[config.mk]
export PLATFORM = sky130hd
export DESIGN_NAME = serial_subtractor_flat
export DESIGN_NICKNAME = d
export VERILOG_FILES = /design/src/rtl/serial_subtractor_if.sv /design/src/rtl/serial_subtractor.sv /design/src/flat_wrapper.sv
export SDC_FILE = /design/constraint.sdc
export NUM_CORES = 1
export LEC_CHECK = 0
export ABC_AREA = 1
export CAP_MARGIN = 20
export CORE_ASPECT_RATIO = 1.25
export CORE_MARGIN = 5
export CORE_UTILIZATION = 47
export CTS_BUF_LIST = sky130_fd_sc_hd__clkbuf_4
export CTS_CLUSTER_SIZE = 40
export DETAILED_ROUTE_END_ITERATION = 10
export GPL_TIMING_DRIVEN = 0
export PLACE_DENSITY = 0.78
export SLEW_MARGIN = 20
export SYNTH_ARGS = -nofsm -noshare
export SYNTH_HDL_FRONTEND = slang
export SYNTH_SLANG_ARGS = --single-unit
[constraint.sdc]
create_clock -name clk -period 1.1 [get_ports clk]
set_clock_uncertainty 0.1 [all_clocks]
set_input_delay 0.165 -clock clk [delete_from_list [all_inputs] [get_ports clk]]
set_output_delay 0.165 -clock clk [all_outputs]
set_load 0.02 [all_outputs]
[src/rtl/serial_subtractor_if.sv]
// Handshake bundle for the bit-serial subtractor: operand input channel,
// result output channel and status.
// Optional: SERIAL_SUB_SIGNED_OVF_EN adds the signed overflow flag ovf.
interface serial_subtractor_if #(
    parameter int WIDTH = 8
);
    logic             in_valid;
    logic             in_ready;
    logic [WIDTH-1:0] a;
    logic [WIDTH-1:0] b;
    logic             bin;
    logic             out_valid;
    logic             out_ready;
    logic [WIDTH-1:0] diff;
    logic             bout;
    logic             busy;
`ifdef SERIAL_SUB_SIGNED_OVF_EN
    logic             ovf;

    modport master (
        output in_valid, a, b, bin, out_ready,
        input  in_ready, out_valid, diff, bout, busy, ovf
    );
    modport slave (
        input  in_valid, a, b, bin, out_ready,
        output in_ready, out_valid, diff, bout, busy, ovf
    );
`else
    modport master (
        output in_valid, a, b, bin, out_ready,
        input  in_ready, out_valid, diff, bout, busy
    );
    modport slave (
        input  in_valid, a, b, bin, out_ready,
        output in_ready, out_valid, diff, bout, busy
    );
`endif
endinterface

[src/rtl/serial_subtractor.sv]
// Bit-serial LSB-first subtractor: diff = a - b - bin over WIDTH cycles,
// one full-subtractor bit per clock, valid/ready on both sides.
// Optional: SERIAL_SUB_SIGNED_OVF_EN adds the registered signed overflow flag.
//
// state | meaning
// IDLE  | waiting for an operand set, in_ready high
// SHIFT | processing one bit per clock
// DONE  | result held, out_valid high until out_ready
module serial_subtractor #(
    parameter int WIDTH = 8
) (
    input  logic              clk,
    input  logic              rst_n,
    serial_subtractor_if.slave bus
);
    localparam int CW = (WIDTH > 1) ? $clog2(WIDTH) : 1;
    localparam logic [CW-1:0] LAST_BIT = CW'(WIDTH - 1);

    typedef enum logic [1:0] {
        IDLE  = 2'd0,
        SHIFT = 2'd1,
        DONE  = 2'd2
    } state_t;

    state_t           state_q;
    logic [CW-1:0]    cnt_q;
    logic [WIDTH-1:0] a_q;
    logic [WIDTH-1:0] b_q;
    logic [WIDTH-1:0] res_q;
    logic             br_q;
    logic             bout_q;
    logic             diff_bit_d;
    logic             br_d;
`ifdef SERIAL_SUB_SIGNED_OVF_EN
    // Operand MSBs are kept aside because a_q/b_q shift them away.
    logic             a_msb_q;
    logic             b_msb_q;
    logic             ovf_q;
`endif

    // Full-subtractor slice on the current LSBs and running borrow.
    always_comb begin
        diff_bit_d = a_q[0] ^ b_q[0] ^ br_q;
        br_d       = (~a_q[0] & b_q[0]) | (~a_q[0] & br_q) | (b_q[0] & br_q);
    end

    // Control FSM and serial datapath.
    always_ff @(posedge clk or negedge rst_n) begin
        if (!rst_n) begin
            state_q <= IDLE;
            cnt_q   <= '0;
            a_q     <= '0;
            b_q     <= '0;
            res_q   <= '0;
            br_q    <= 1'b0;
            bout_q  <= 1'b0;
`ifdef SERIAL_SUB_SIGNED_OVF_EN
            a_msb_q <= 1'b0;
            b_msb_q <= 1'b0;
            ovf_q   <= 1'b0;
`endif
        end else begin
            case (state_q)
                IDLE: begin
                    if (bus.in_valid) begin
                        a_q     <= bus.a;
                        b_q     <= bus.b;
                        br_q    <= bus.bin;
                        cnt_q   <= '0;
`ifdef SERIAL_SUB_SIGNED_OVF_EN
                        a_msb_q <= bus.a[WIDTH-1];
                        b_msb_q <= bus.b[WIDTH-1];
`endif
                        state_q <= SHIFT;
                    end
                end
                SHIFT: begin
                    res_q <= {diff_bit_d, res_q[WIDTH-1:1]};
                    a_q   <= a_q >> 1;
                    b_q   <= b_q >> 1;
                    br_q  <= br_d;
                    cnt_q <= cnt_q + 1'b1;
                    if (cnt_q == LAST_BIT) begin
                        bout_q  <= br_d;
`ifdef SERIAL_SUB_SIGNED_OVF_EN
                        // The bit computed now is the result MSB.
                        ovf_q   <= (a_msb_q != b_msb_q) && (diff_bit_d != a_msb_q);
`endif
                        state_q <= DONE;
                    end
                end
                DONE: begin
                    if (bus.out_ready) begin
                        state_q <= IDLE;
                    end
                end
                default: state_q <= IDLE;
            endcase
        end
    end

    assign bus.in_ready  = (state_q == IDLE);
    assign bus.out_valid = (state_q == DONE);
    assign bus.busy      = (state_q != IDLE);
    assign bus.diff      = res_q;
    assign bus.bout      = bout_q;
`ifdef SERIAL_SUB_SIGNED_OVF_EN
    assign bus.ovf       = ovf_q;
`endif
endmodule

[src/flat_wrapper.sv]
// flat-port wrapper written by rule: the top's interface ports become plain ports
module serial_subtractor_flat 
#(
    parameter int WIDTH = 8
)
  (clk, rst_n, bus_in_valid, bus_a, bus_b, bus_bin, bus_out_ready, bus_in_ready, bus_out_valid, bus_diff, bus_bout, bus_busy);
  serial_subtractor_if #(.WIDTH(WIDTH)) bus_i ();
  input  logic clk;
  input  logic rst_n;
  input wire logic [$bits(bus_i.in_valid)-1:0] bus_in_valid;
  input wire logic [$bits(bus_i.a)-1:0] bus_a;
  input wire logic [$bits(bus_i.b)-1:0] bus_b;
  input wire logic [$bits(bus_i.bin)-1:0] bus_bin;
  input wire logic [$bits(bus_i.out_ready)-1:0] bus_out_ready;
  output wire logic [$bits(bus_i.in_ready)-1:0] bus_in_ready;
  output wire logic [$bits(bus_i.out_valid)-1:0] bus_out_valid;
  output wire logic [$bits(bus_i.diff)-1:0] bus_diff;
  output wire logic [$bits(bus_i.bout)-1:0] bus_bout;
  output wire logic [$bits(bus_i.busy)-1:0] bus_busy;
  assign bus_i.in_valid = bus_in_valid;
  assign bus_i.a = bus_a;
  assign bus_i.b = bus_b;
  assign bus_i.bin = bus_bin;
  assign bus_i.out_ready = bus_out_ready;
  assign bus_in_ready = bus_i.in_ready;
  assign bus_out_valid = bus_i.out_valid;
  assign bus_diff = bus_i.diff;
  assign bus_bout = bus_i.bout;
  assign bus_busy = bus_i.busy;
  serial_subtractor #(.WIDTH(WIDTH)) u_core (.clk(clk), .rst_n(rst_n), .bus(bus_i));
endmodule
==> out/qor.yml <==
die_area_mm2: 0.00443
clkSinkCount: 31
vias: 1602
combPwrFrac_pct: 62.9
r2r_setup_slack_ns: -0.31
hold_class: "in -> reg"
post-route-period-util_pct: 133
cpMostUsedCell: "buf_6"
crit_slowest_cell: "dfrtp_2"
synth_edf_count: 0
worstPathArrival_ns: 1.20
grt_use_met1_pct: 30.8
pwr-share-seq_pct: 25.8
diodes: 0
busiest_layer: "met2"
crit_buf_inv: 2
wl_per_cell_um: 19.8
syn_nets: 199
grt_use_met2_pct: 46.4
rows: 23
crit_path_end: "bus_out_valid"
hold_viol_final: 0
cp_cell_sequence: "buf_6 -> nor2_4 -> buf_6"
finalWirelength_um: 5570
clockBufferDepth: 2
slowest_delay_ns: 0.47
nets: 268
grt_pass1_wl_um: 8400
async_reset_ff_share_pct: 100
fin_ws_ns: -0.365
initial_core_util_pct: 47.9
multiInputGateArea_um2: 905
track_usage_pct: 26.5
core_mm2: 0.00314
timing.critical_path.max_delay_family: "flip-flops"
p_int_uw: 4630
drt_pass1_iterations: 4
slew_viol_final: 0
fmax_ghz: 0.683
critPathKind: "reg -> out"
tritoncts.num_buffers: 5
place.gp.congestion: 0.803
dp.cells: 243
crit_path_end_kind: "output pin"
synth_seq_cells: 31
antenna_found_initial: 0
viasPerCell: 5.68
worstMarginPinSlew_ns: 0.458
die_w_um: 60.6
rr_startpoint: "u_core.state_q[1]"
r2r-end: "u_core.a_q[7]"
violations: "negative setup slack"
insertion_delay_ns: 0.37
synth_area_leaders: "dfrtp_1 52%, nand3_1 14%, nand2_1 10%"
fillers: 140
rsz0062_at_grt: "true"
crit_cells: 3
cts_tree: "built"
area_growth_pct: 81.3
ys_warn_count: 0
leakagePower_uw: 0.00132
route.detailed.drc: 0
ios: 33
final_antenna_net_count: 0
cp_max_fo: 3
power_density_mw_per_mm2: 2940
die_y_um: 73.2
dp_hpwl_um: 2640
synth_cell_types: 20
grtUsageMet3_pct: 6.19
cap_viol_max_count: 0
setup_viol: 43
period_needed_ns: 1.46
timing.slew.headroom_pct: 69.5
ys_top_cells_by_count: "43 x nand3_1, 42 x nand2_1, 31 x dfrtp_1, 19 x inv_1, 6 x nand4_1"
tns_ns: -8.41
synth.largest_area_cell: "dfrtp_1"
critPathLaunchType: "flip-flop"
syn_inst: 175
peakVddDrop_mv: 2.04
io_buffer_count: 31
synth_ff_type: "dfrtp_1"
drt-initial-drc-count: 112
clk_pin_slew_worst_paths_ns: 0.11
grt_pass1_vias: 1684
crit_required_ns: 0.83
yosysSeqAreaShare_pct: 51.7
yosysMostFrequentCell: "nand3_1"
yosysTopAreaCellShare_pct: 51.7
status: "complete, but fails checks"
grt_max_degree: 32
worstSetupStartpoint: "u_core.state_q[0]"
synth_area_mm2: 0.00150
h-tree-depth: 2
ff2ff_path_depth: 7
switching_power_uw: 3380
root_buffer: "clkbuf_4"
grt_overflow_total: 0
drive_gt1_share_pct: 52.7
ff_latch_area_um2: 778
final_cells: 282
p_sw_share_pct: 42.2
clkPwrFrac_pct: 11.3
syn_avg_cell_area_um2: 8.58
power by group through the flow:
| stage | Combinational, uW | Sequential (uW) | Clock, uW |
|---|---|---|---|
| after global placement | 2640 | 2000 | 0 |
| final | 5040 | 2070 | 902 |
| after floorplan | 1730 | 2130 | 0 |
| after CTS | 4500 | 2030 | 916 |
| after global routing | 5330 | 2120 | 957 |
| after detailed placement | 2750 | 2020 | 0 |
sequential cells by signal (all words and copies together), names as in the netlist:
signal,flops
u_core.a_q,8
u_core.b_q,8
u_core.bus.diff,8
u_core.cnt_q,3
u_core.state_q,2
u_core.br_q,1
u_core.bus.bout,1
logic make-up after synthesis:
logic type / share of synthesized area [%]
AOI/OAI and AO/OA: 4.17
DFF: 51.7
adders and majority gates: 3.00
and+or+nand+nor: 30.7
buffers and inverters: 10.5
metrics by stage:
| step | setup slack, ns | total power [uW] | utilization, % | cell area [um2] | hold slack, ns |
|---|---|---|---|---|---|
| finish | -0.365 | 8010 | 86.8 | 2720 | 0.129 |
| global route | -0.386 | 8400 | 86.8 | 2720 | 0.135 |
| CTS | -0.347 | 7450 | 83.3 | 2610 | 0.109 |
| detailed placement | -0.543 | 4770 | 62.6 | 1960 | 0.148 |
| global placement | -0.861 | 4640 | 62.8 | 1970 | 0.357 |
| floorplan | -0.0678 | 3850 | - | 1610 | -0.231 |
per-layer routing:
metal,up-vias,routed length (um)
li1,715,-
met2,68,3050
met5,-,0
met3,12,312
met1,807,2100
met4,0,108
worst min-delay path, cell delays in order:
cell     delay (ns)
buf_2          0.19
nand3_1        0.13
nand3_2        0.08
final cells by class:
cell class              count  share of cell area (%)
inverters                  21                    3.35
multi-input cells         114                    33.2
plain buffers              10                    4.73
well taps                  37                    1.70
clock buffers               5                    1.38
clock inverters             3                    1.42
flip-flops and latches     31                    28.6
repair buffers             61                    25.6
cell usage in the layout, fill, tap and decap left out, types with 2 or more instances in the layout:
master / netlist / final
o21ai_2: 0 / 6
nand2_8: 0 / 4
dfrtp_1: 31 / 29
clkbuf_4: 0 / 6
buf_6: 3 / 22
nand2_2: 2 / 11
buf_16: 0 / 5
nand4_1: 6 / 6
nor2_4: 1 / 4
nand3_2: 0 / 31
nand2_1: 42 / 29
nand2_4: 1 / 2
nand3_1: 43 / 12
dfrtp_2: 0 / 2
buf_4: 4 / 15
inv_1: 19 / 18
clkdlybuf4s50_1: 0 / 18
buf_8: 0 / 7
worst min path at each step:
stage	cells after the start	start	slack, ns	end
2_1_floorplan	0	rst_n	-0.23	u_core.a_q[0]
3_3_place_gp	2	u_core.bus.diff[0]	0.36	u_core.bus.diff[0]
5_1_grt	3	bus_in_valid	0.14	u_core.b_q[0]
3_5_place_dp	1	rst_n	0.15	u_core.b_q[1]
4_1_cts	3	bus_in_valid	0.11	u_core.b_q[0]
6_report	3	bus_in_valid	0.13	u_core.b_q[1]
repair_timing:
| item | CTS | global route |
|---|---|---|
| gates cloned | 8 | 0 |
| endpoints found under the hold margin | 31 | 0 |
| pin swaps | 19 | 3 |
| resized for setup | 146 | 17 |
| endpoints found under the setup margin | 43 | 45 |
| hold buffers | 1 | 0 |
| buffers inserted | 17 | 5 |
No activity file was read; power rests on OpenSTA's default activity.
